[config.mk]
export PLATFORM = sky130hd
export DESIGN_NAME = pc_gen
export DESIGN_NICKNAME = d
export VERILOG_FILES = /design/src/rtl/pc_gen_pkg.sv /design/src/rtl/pc_align_chk.sv /design/src/rtl/pc_gen.sv
export SDC_FILE = /design/constraint.sdc
export NUM_CORES = 1
export LEC_CHECK = 0
export ABC_AREA = 0
export CAP_MARGIN = 20
export CORE_MARGIN = 3
export CORE_UTILIZATION = 45
export DETAILED_ROUTE_END_ITERATION = 12
export GPL_TIMING_DRIVEN = 0
export PLACE_DENSITY_LB_ADDON = 0.15
export SETUP_SLACK_MARGIN = 0.15
export SYNTH_ARGS = -nofsm -noshare
export SYNTH_HDL_FRONTEND = slang
export SYNTH_HIERARCHICAL = 1
export SYNTH_SLANG_ARGS = --single-unit
[constraint.sdc]
create_clock -name clk -period 4.6 [get_ports clk]
set_input_delay 0.69 -clock clk [delete_from_list [all_inputs] [get_ports clk]]
set_output_delay 0.69 -clock clk [all_outputs]
set_load 0.05 [all_outputs]
[src/rtl/pc_gen_pkg.sv]
// rtl/pc_gen_pkg.sv - shared types and constants for the fetch-address generator
//
// Contents:
//   pc_state_e            BOOT / RUN / FLUSH fetch-generator states
//   ILEN_STD, ILEN_C      byte lengths of standard and compressed instructions
//   DEFAULT_RESET_VECTOR  reset PC used when the instantiation does not override it
package pc_gen_pkg;

    typedef enum logic [1:0] {
        ST_BOOT  = 2'd0,
        ST_RUN   = 2'd1,
        ST_FLUSH = 2'd2
    } pc_state_e;

    localparam int unsigned ILEN_STD = 4;
    localparam int unsigned ILEN_C   = 2;

    // Wide enough for any XLEN in use; the top casts it down to XLEN.
    localparam logic [63:0] DEFAULT_RESET_VECTOR = 64'h0;

endpackage

[src/rtl/pc_align_chk.sv]
// rtl/pc_align_chk.sv - combinational redirect-target misalignment detector
//
// Build option: PC_RVC_EN (defined: 2-byte alignment, undefined: 4-byte alignment)
//
// Ports:
//   addr_lsb    in   2  low two bits of the candidate target address
//   misaligned  out  1  target violates the instruction alignment of this build
module pc_align_chk (
    input  logic [1:0] addr_lsb,
    output logic       misaligned
);

`ifdef PC_RVC_EN
    localparam logic NEED_WORD_ALIGN = 1'b0;
`else
    localparam logic NEED_WORD_ALIGN = 1'b1;
`endif

    // Bit 0 is always illegal; bit 1 only matters when compressed code is off.
    assign misaligned = addr_lsb[0] | (NEED_WORD_ALIGN & addr_lsb[1]);

endmodule

[src/rtl/pc_gen.sv]
// rtl/pc_gen.sv - IF-stage fetch PC generator with redirect, trap and epoch tagging
//
// Build option: PC_RVC_EN (compressed instructions: 2-byte increments and alignment)
//
// Parameters: XLEN (PC width), RESET_VECTOR (PC at reset), EPOCH_W (epoch width)
//
// Ports:
//   clk                in   1        clock, rising edge
//   rst                in   1        asynchronous active-low reset
//   fetch_ready_i      in   1        instruction memory accepts pc_o this cycle
//   stall_i            in   1        pipeline stall, PC holds
//   redirect_valid_i   in   1        branch/jump taken in EX
//   redirect_target_i  in   XLEN     branch/jump target
//   trap_i             in   1        trap taken
//   mtvec_i            in   XLEN     trap vector base
//   is_compressed_i    in   1        current fetch is 16-bit (PC_RVC_EN only)
//   pc_o               out  XLEN     current fetch address
//   pc_valid_o         out  1        pc_o is a valid fetch request
//   epoch_o            out  EPOCH_W  epoch tag of the current fetch
//   misalign_o         out  1        pulse: misaligned redirect target discarded
module pc_gen
    import pc_gen_pkg::*;
#(
    parameter int                XLEN         = 32,
    parameter logic [XLEN-1:0]   RESET_VECTOR = XLEN'(DEFAULT_RESET_VECTOR),
    parameter int                EPOCH_W      = 2
) (
    input  logic               clk,
    input  logic               rst,
    input  logic               fetch_ready_i,
    input  logic               stall_i,
    input  logic               redirect_valid_i,
    input  logic [XLEN-1:0]    redirect_target_i,
    input  logic               trap_i,
    input  logic [XLEN-1:0]    mtvec_i,
    input  logic               is_compressed_i,
    output logic [XLEN-1:0]    pc_o,
    output logic               pc_valid_o,
    output logic [EPOCH_W-1:0] epoch_o,
    output logic               misalign_o
);

`ifdef PC_RVC_EN
    localparam logic RVC_EN = 1'b1;
`else
    localparam logic RVC_EN = 1'b0;
`endif

    localparam logic [XLEN-1:0] INC_STD   = XLEN'(ILEN_STD);
    localparam logic [XLEN-1:0] INC_C     = XLEN'(ILEN_C);
    localparam logic [XLEN-1:0] TRAP_MASK = ~XLEN'(3);

    pc_state_e          state_q, state_d;
    logic [XLEN-1:0]    pc_q, pc_d;
    logic [EPOCH_W-1:0] epoch_q, epoch_d;
    logic               misalign_q, misalign_d;

    logic               target_misaligned;
    logic               transfer;
    logic [XLEN-1:0]    pc_inc;

    pc_align_chk u_align_chk (
        .addr_lsb   (redirect_target_i[1:0]),
        .misaligned (target_misaligned)
    );

    assign transfer = (state_q == ST_RUN) && fetch_ready_i && !stall_i;
    assign pc_inc   = (RVC_EN && is_compressed_i) ? INC_C : INC_STD;

    always_ff @(posedge clk or negedge rst) begin
        if (!rst) begin
            state_q    <= ST_BOOT;
            pc_q       <= RESET_VECTOR;
            epoch_q    <= '0;
            misalign_q <= 1'b0;
        end else begin
            state_q    <= state_d;
            pc_q       <= pc_d;
            epoch_q    <= epoch_d;
            misalign_q <= misalign_d;
        end
    end

    // Priority: trap > redirect > hold > advance. A misaligned redirect still
    // wins over advance: it freezes the PC so the trap raised later reports it.
    always_comb begin
        state_d    = state_q;
        pc_d       = pc_q;
        epoch_d    = epoch_q;
        misalign_d = 1'b0;

        if (trap_i) begin
            pc_d    = mtvec_i & TRAP_MASK;
            epoch_d = epoch_q + EPOCH_W'(1);
            state_d = ST_FLUSH;
        end else if (redirect_valid_i) begin
            if (target_misaligned) begin
                misalign_d = 1'b1;
            end else begin
                pc_d    = redirect_target_i;
                epoch_d = epoch_q + EPOCH_W'(1);
                state_d = ST_FLUSH;
            end
        end else begin
            unique case (state_q)
                ST_BOOT:  state_d = ST_RUN;
                ST_FLUSH: state_d = ST_RUN;
                ST_RUN: begin
                    if (transfer) begin
                        pc_d = pc_q + pc_inc;
                    end
                end
                default:  state_d = ST_BOOT;
            endcase
        end
    end

    assign pc_o       = pc_q;
    assign pc_valid_o = (state_q == ST_RUN);
    assign epoch_o    = epoch_q;
    assign misalign_o = misalign_q;

endmodule

# [Word-level counts from Yosys, hierarchy flattened]
# Cells that the tools add are included.
[word_totals] ff_bits=37 wordCells=38 out_inout_bits=36
[classes] bitwise_logic=1 n_reduce_logical=11 n_addsub=2 mux=15 eq_ne=5
[op_table] cell="32-bit 2-to-1 mux" n=5
[op_table] cell="32-bit by 3-bit adder with 32-bit output, second input constant" n=1
[op_table] cell="2-bit 2-to-1 mux" n=6
[op_table] cell="3-bit != test, second input constant" n=2
[op_table] cell="3-bit nonzero test" n=2
[op_table] cell="2-bit one-hot mux with 2 select lines" n=1
[op_table] cell="2-bit AND reduction" n=2
[op_table] cell="1-bit 2-to-1 mux" n=3
[op_table] cell="3-bit AND reduction" n=1
[op_table] cell="2-bit by 1-bit adder with 2-bit output, second input constant" n=1
[op_table] cell="2-bit by 1-bit == test with 1-bit output, second input constant" n=1
[op_table] cell="2-bit == test, second input constant" n=1
[op_table] cell="1-bit logical AND" n=2
[op_table] cell="2-bit zero test" n=1
[op_table] cell="2-bit != test, second input constant" n=1
[op_table] cell="2-bit nonzero test" n=1
[op_table] cell="2-bit OR reduction" n=1
[op_table] cell="1-bit zero test" n=1
[op_table] cell="1-bit OR" n=1

# [Logic depth before layout (Yosys ltp)]
# Gate-level depths: netlist of run 1.
[logic_depth] ltp_word=7 ltp_mapped=8

# [Hierarchy]
# Netlist of run 1, hierarchy kept.
[modules_own_cells] module="pc_gen" area_per_inst_um2=2509.9 cells_each=300 instances=1
[modules_own_cells] module="pc_align_chk" area_per_inst_um2=6.3 cells_each=1 instances=1

# [Worst setup path before layout of run 1]
# Ideal clock, no wire load.
[synth_path] path_type="register to register" start="reg pc_q[2], in the netlist pc_o[2]" end="reg pc_q[30], in the netlist pc_o[30]" stages_incl_launch_ff=8 setup_ns=0.082 path_buffers=1 arrival_time_ns=2.097 synth_period_minus_slack_ns=2.180 slack_ns=2.420 path_cell_list="dfrtp_1 > ha_1 > nand4_4 > nor4_4 > buf_6 > nand4_4 > o31a_1 > o22ai_1"
[synth_between] elab_chain_cells=5
[synth_rtl] item="from (decl)" line_no="pc_gen.sv:54" source="logic [XLEN-1:0] pc_q, pc_d;"
[synth_rtl] item="from (signal assigned)" line_no="pc_gen.sv:78" source="pc_q <= pc_d;"
[synth_rtl] item="32-bit by 3-bit adder with 32-bit output" line_no="pc_gen.sv:110" source="pc_d = pc_q + pc_inc;"
[synth_rtl] item="32-bit 2-to-1 mux" line_no="pc_gen.sv:109" source="if (transfer) begin"
[synth_rtl] item="32-bit 2-to-1 mux" line_no="pc_gen.sv:105" source="unique case (state_q)"
[synth_rtl] item="32-bit 2-to-1 mux" line_no="pc_gen.sv:96" source="end else if (redirect_valid_i) begin"
[synth_rtl] item="32-bit 2-to-1 mux" line_no="pc_gen.sv:92" source="if (trap_i) begin"
# Every way passes these cells. The select of a mux whose other input is x is not followed.
# A chain may end at the register's enable or synchronous reset.

# [Worst setup path after layout of run 1]
[layout_path] start="in redirect_valid_i" end="reg pc_q[25], in the netlist pc_o[25]"
[layout_between] elab_chain_cells=2 elab_cells_between_ends=6 cone_classes="eq/ne (1); mux (2); reduce/logical (3)"
[layout_rtl] item="from (decl)" line_no="pc_gen.sv:32" source="input logic redirect_valid_i,"
[layout_rtl] item="3-bit != test (no line) (tied with other cells)"
[layout_rtl] item="3-bit AND reduction (no line) / 32-bit 2-to-1 mux (equally long branches)"
# Several ways; a longest one is shown, not always the timed one.

==> impl_metrics.py, run 1 <==
metrics = {
    "finish": {
        "fillCellCount": 446,
        "design_area_sq_um": 3736,
        "syn2layout_area_growth_pct": 48.48,
        "drive_gt1_frac": 0.05839,
        "diodes": 0,
        "nets": 482,
        "final_core_utilization": 0.7089,
        "fin_cells": 481,
    },
    "cts": {
        "clk_pin_slew_ns": 0.08,
        "post_cts_buffers": 0,
        "cts_buffers": 5,
        "cts_max_path_buffers": 2,
        "cts_tree": "built",
        "root_buffer": "clkbuf_8",
        "clk_latency_ns": 0.30,
        "clock-sinks": 37,
        "holdBufCountCts": 0,
        "cts_resized": 0,
        "ctsHtreeMaxLevel": 2,
    },
    "worst_setup_path": {
        "reg2reg_from": "pc_o[2]",
        "worstSetupStartpointType": "primary input",
        "crit_type": "primary input to flop",
        "cp_slowest_stage_delay_ns": 0.54,
        "cp_cell_sequence": "clkdlybuf4s50_1 > nor2b_1 > clkbuf_1 > a22o_1 > clkbuf_1 > o21ai_0",
        "critPathMostFrequentCell": "clkbuf_1",
        "worstPathRequired_ns": 4.74,
        "crit_slowest_cell": "clkdlybuf4s50_1",
        "crit_arrival_ns": 2.61,
        "crit_fanout": 10,
        "end_kind": "flop",
        "crit_start": "redirect_valid_i",
    },
    "logic_synthesis": {
        "synthAdderAreaFrac": 0.004973,
        "ys_warn_count": 6,
        "synth-xor-area-share": 0.006962,
        "syn_area_per_cell_sq_um": 8.359,
        "ys_types": 48,
        "synth_simple_gate_area_frac": 0.2307,
        "syn-cell-area_sq_um": 2516,
        "synthMuxAreaShare": 0.003978,
        "yosys_register_bits": 37,
        "synth_top_family_by_area": "compound AO/OA/AOI/OAI gates",
        "syn_inst": 301,
        "syn_nets": 373,
        "dominantRegCellSynth": "dfrtp_1",
        "async_reset_ff_frac": 1.000,
        "synth_compound_area_frac": 0.3307,
        "synth_edf_count": 0,
        "ys_seq_area_frac": 0.3680,
    },
    "floorplanning": {
        "core_sq_um": 5270,
        "die_area_sq_um": 6525,
        "die_w_microns": 80.78,
        "placementRows": 26,
        "die_h_microns": 80.78,
        "start_util": 0.4774,
        "io_pins": 107,
    },
    "sta": {
        "final-setup-viol-count": 0,
        "holdWs_ns": 0.4762,
        "setup_ws_ns": 2.129,
        "rsz0062_at_grt": "no",
        "fin_setup_tns_ns": 0,
        "post-route-period-util": 0.5372,
        "skew_ns": 0.01154,
        "max_slew_margin": 0.4310,
        "report.final.slew_viol_count": 0,
        "fmax_mhz": 404.6,
        "hold_violations": 0,
        "fin_crit_ns": 2.471,
        "worst_slew_pin_slew_ns": 0.8535,
    },
    "power_and_ir_drop": {
        "p_seq_frac": 0.362,
        "leakage_nw": 1.441,
        "power_switching_mw": 0.5178,
        "switching_share": 0.4075,
        "p_clk_frac": 0.232,
        "intPower_mw": 0.7530,
        "ir_worst_vdd_v": 0.0003766,
        "powerDensity_nw_per_um2": 340.1,
        "total_power_mw": 1.271,
        "combPwrFrac": 0.406,
    },
    "global_route": {
        "grt_pass1_vias": 2818,
        "grt_max_degree": 38,
        "grt_util_all_layers": 0.2798,
        "antenna_found_initial": 0,
        "overflow": 0,
        "grt_pass1_wl_mm": 13.99,
    },
    "hold_path": {
        "min_path_type": "flop to flop",
        "min-delay-start": "epoch_o[1]",
    },
    "detailed_routing": {
        "drtIter0Drc": 254,
        "num_vias": 2949,
        "wl_per_cell_microns": 18.59,
        "dr.pass1.iters": 5,
        "viasPerCell": 6.131,
        "drc": 0,
        "routed_wl_mm": 8.944,
        "ant_nets": 0,
    },
    "placed_design": {
        "dp_cells": 473,
        "portBuffers": 102,
        "dpl-instance-area_sq_um": 3620,
        "hpwl_mm": 6.410,
        "gp_congestion": 0.8682,
        "dp_slack_ns": 1.905,
    },
    "run": {
        "cap_violations": 0,
    },
    "outcome": {
        "status": "complete, no violations",
    },
}
[registers in the layout (all words and copies together) (netlist names)]
name / cells
state_q: 2
pc_o: 32
epoch_o: 2
misalign_o: 1
[per-layer routing]
metal / wire (microns) / global-route usage / share of wire / vias to the layer above
met2: 4132 / 0.4371 / 0.46 / 176
met3: 847 / 0.06984 / 0.095 / 17
met1: 3782 / 0.3739 / 0.42 / 1387
met4: 182 / 0.1081 / 0.020 / 0
li1: - / - / - / 1369
met5: 0 / 0 / 0 / -
[cell usage in the layout, fill, tap and decap left out, types with 2 or more instances in the layout]
cell and count:
clkbuf_1 18, nor2_1 22, o22ai_1 3, buf_6 2, a31oi_1 10, o21ai_0 54, clkbuf_8 6, nand2_1 29
nand4_1 5, a21oi_1 15, and2_1 3, o211ai_1 3, a221oi_1 4, nand4_4 3, a221o_1 3, inv_1 6
and3_1 4, nor4_4 2, a22o_1 12, nor3b_1 2, a22oi_1 7, nor2b_1 3, nor4_1 3, dfrtp_1 37
xnor2_1 2, a41oi_1 4, buf_2 6, a222oi_1 3, o31a_1 4, nand3_1 9, and4_1 2, clkdlybuf4s50_1 101
nor3_1 6
[power groups by stage]
stage / registers, mW / clock network, mW / logic [mW]
after CTS: 0.457 / 0.298 / 0.516
after floorplan: 0.624 / 0 / 0.130
after detailed placement: 0.462 / 0 / 0.513
after global placement: 0.459 / 0 / 0.508
after global routing: 0.469 / 0.313 / 0.547
final: 0.460 / 0.294 / 0.516
[cell usage after synthesis (4+ instances only)]
library cell / instances / share of area
a21oi_1: 15 / 0.030
a221oi_1: 4 / 0.014
a22o_1: 12 / 0.042
a22oi_1: 7 / 0.021
a31oi_1: 10 / 0.025
a41oi_1: 4 / 0.014
and3_1: 4 / 0.0099
buf_2: 5 / 0.0099
clkbuf_1: 17 / 0.025
dfrtp_1: 37 / 0.37
inv_1: 6 / 0.0090
nand2_1: 29 / 0.043
nand3_1: 9 / 0.018
nand4_1: 5 / 0.012
nor2_1: 22 / 0.033
nor3_1: 6 / 0.012
o21ai_0: 54 / 0.11
o31a_1: 4 / 0.014
[critical path, delay by kind of cell]
family	cells	cell delay (ns)
AOI/OAI and AO/OA	2	0.53
and+or+nand+nor	1	0.15
buffers and inverters	3	1.24
[layout make-up]
class | count | area (sq um) | share of cell area
Inverter | 6 | 22.52 | 0.006028
Buffer | 25 | 115.1 | 0.03081
Tap cell | 70 | 87.58 | 0.02344
Clock buffer | 7 | 86.33 | 0.02311
Multi-Input combinational cell | 233 | 1453 | 0.3888
Clock inverter | 1 | 30.03 | 0.008038
Timing Repair Buffer | 102 | 1016 | 0.2719
Sequential cell | 37 | 925.9 | 0.2478
[worst paths after layout]
check	slack [ns]	end	cells past startpoint
setup reg to reg	2.54	pc_o[26]	7
max in group asynchronous	3.56	pc_o[16]	1
setup / recovery	2.13	pc_o[25]	6
hold reg to reg	0.48	epoch_o[1]	1
hold / removal	0.48	epoch_o[1]	1
min in group asynchronous	0.51	pc_o[23]	1
[cell families (layout without fill, tap and decap cells)]
group | count (synthesis) | after routing
adders and majority gates | 1 | 1
buffers and inverters | 31 | 141
muxes | 1 | 1
AOI/OAI and AO/OA | 129 | 129
and+or+nand+nor | 100 | 100
xor gates and xnor gates | 2 | 2
DFF | 37 | 37
Power figures use the tool's default switching activity.
==> inputs of run 2 (changes only) <==
--- a/config.mk
+++ b/config.mk
@@ -8,7 +8,7 @@
 export ABC_AREA = 0
 export CAP_MARGIN = 20
 export CORE_MARGIN = 3
-export CORE_UTILIZATION = 45
+export CORE_UTILIZATION = 43
 export DETAILED_ROUTE_END_ITERATION = 12
 export GPL_TIMING_DRIVEN = 0
 export PLACE_DENSITY_LB_ADDON = 0.15
==> constraint.sdc (replaced) <==
create_clock -name clk -period 2.5 [get_ports clk]
set_input_delay 0.375 -clock clk [delete_from_list [all_inputs] [get_ports clk]]
set_output_delay 0.375 -clock clk [all_outputs]
set_load 0.05 [all_outputs]
==> run 2 against run 1 <==
Compared with the run above:
- clock-buffer cell count unchanged
- final cell count up 0.21%
- critical endpoint is now pc_o[16]
- via count decreased by 1.0%
- worst hold slack got worse by 0.29 ns
- critical path type unchanged
- utilization decreased by 4.4 points
==> impl_metrics.py, run 2 (same netlist as run 1, synthesis figures left out) <==
metrics = {
    "detailed_routing": {
        "routed_wl_mm": 8.740,
        "wl_per_cell_microns": 18.13,
        "viasPerCell": 6.056,
        "drc": 0,
        "drtIter0Drc": 210,
        "ant_nets": 0,
        "num_vias": 2919,
        "dr.pass1.iters": 5,
    },
    "floorplanning": {
        "die_w_microns": 82.50,
        "placementRows": 27,
        "start_util": 0.4514,
        "die_h_microns": 82.50,
        "io_pins": 107,
        "die_area_sq_um": 6805,
        "core_sq_um": 5574,
    },
    "sta": {
        "post-route-period-util": 0.8417,
        "report.final.slew_viol_count": 0,
        "max_slew_margin": 0.4373,
        "fin_setup_tns_ns": 0,
        "setup_ws_ns": 0.3957,
        "fin_crit_ns": 2.104,
        "skew_ns": 0.006939,
        "fmax_mhz": 475.2,
        "final-setup-viol-count": 0,
        "worst_slew_pin_slew_ns": 0.8441,
        "hold_violations": 0,
        "rsz0062_at_grt": "no",
    },
    "placed_design": {
        "gp_congestion": 0.9017,
        "hpwl_mm": 6.339,
        "dp_cells": 475,
        "dp_slack_ns": 0.1228,
        "portBuffers": 102,
    },
    "finish": {
        "largest_reg_flops": 32,
        "fin_cells": 482,
        "final_common_cell": "clkdlybuf4s50_1",
        "diodes": 0,
        "nets": 482,
        "syn2layout_area_growth_pct": 47.39,
        "final_cell_mix": "clkdlybuf4s50_1 (101), o21ai_0 (54), dfrtp_1 (37)",
        "drive_gt1_frac": 0.05610,
    },
    "hold_path": {
        "min_path_type": "primary input to asynchronous set/reset pin",
    },
    "worst_setup_path": {
        "rrSetupSlack_ns": 0.43,
        "crit_arrival_ns": 2.30,
        "reg2regPathDepth": 7,
        "worstPathRequired_ns": 2.70,
        "r2r-end": "pc_o[26]",
        "reg2reg_from": "pc_o[2]",
        "crit_type": "primary input to flop",
        "end_kind": "flop",
        "crit_fanout": 10,
        "worstSetupStartpointType": "primary input",
    },
    "cts": {
        "root_buffer": "clkbuf_8",
        "cts_tree": "built",
        "ctsHtreeMaxLevel": 2,
        "post_cts_buffers": 0,
        "clock-sinks": 37,
        "holdBufCountCts": 0,
        "cts_buffers": 5,
        "clk_pin_slew_ns": 0.07,
        "cts_resized": 0,
        "cts_max_path_buffers": 2,
        "clk_latency_ns": 0.29,
    },
    "global_route": {
        "grt_util_all_layers": 0.2598,
        "grt_max_degree": 38,
        "antenna_found_initial": 0,
        "overflow": 0,
        "grt_pass1_vias": 2709,
        "grt_pass1_wl_mm": 13.38,
    },
    "power_and_ir_drop": {
        "leakage_nw": 1.427,
        "ir_worst_vdd_v": 0.0004785,
        "total_power_mw": 2.218,
        "powerDensity_nw_per_um2": 598.2,
    },
    "run": {
        "cap_violations": 0,
    },
    "outcome": {
        "status": "complete, no violations",
    },
}
[run 2: cell types whose count changed in the layout (fill, tap and decap cells not counted)]
cell	change
bufinv_16	-1
[run 2: worst max path at each step]
stage          cells after the start             start  endpoint  slack [ns]
2_1_floorplan                      7           pc_o[2]  pc_o[30]        0.32
3_3_place_gp                       1               rst  pc_o[24]        0.13
3_5_place_dp                       8  redirect_valid_i  pc_o[27]        0.12
4_1_cts                            7           pc_o[2]  pc_o[26]        0.44
5_1_grt                            7  redirect_valid_i  pc_o[25]        0.26
6_report                           7  redirect_valid_i  pc_o[16]        0.40
[run 2: cell type report]
type	instances	area, sq um
Buffer	25	115.1
Sequential cell	37	925.9
Tap cell	72	90.09
Clock buffer	7	86.33
Inverter	6	22.52
Multi-Input combinational cell	233	1453
Timing Repair Buffer	102	1016
Fill cell	504	1866
[run 2: power by group]
part	switching [mW]	leakage (nW)	internal (mW)	total [mW]
logic	0.578	0.930	0.367	0.945
clock network	0.206	0.0443	0.219	0.425
registers	0.156	0.453	0.693	0.849
total	0.940	1.43	1.28	2.22
[run 2: metrics by stage]
step | utilization | hold slack [ns] | area [sq um]
3_5_place_dp | 0.6498 | 0.4784 | 3622
5_1_grt | 0.6653 | 0.2488 | 3709
3_3_place_gp | 0.6507 | 0.4652 | 3627
2_1_floorplan | - | 0.07941 | 2516
4_1_cts | 0.6653 | 0.2108 | 3709
6_report | 0.6653 | 0.1845 | 3709
[run 2: routing by layer]
metal,vias up,wire length (microns),global-route usage
met5,-,0,0
met3,12,675,0.04664
met4,0,125,0.09477
met1,1398,3799,0.3630
li1,1364,-,-
met2,145,4139,0.4022
[run 2: critical path, stage by stage]
cell and delay, ns:
clkdlybuf4s50_1 0.51, nor2b_1 0.14, clkbuf_1 0.25, clkbuf_1 0.52
a22oi_1 0.18, o31a_1 0.15, o21ai_0 0.17
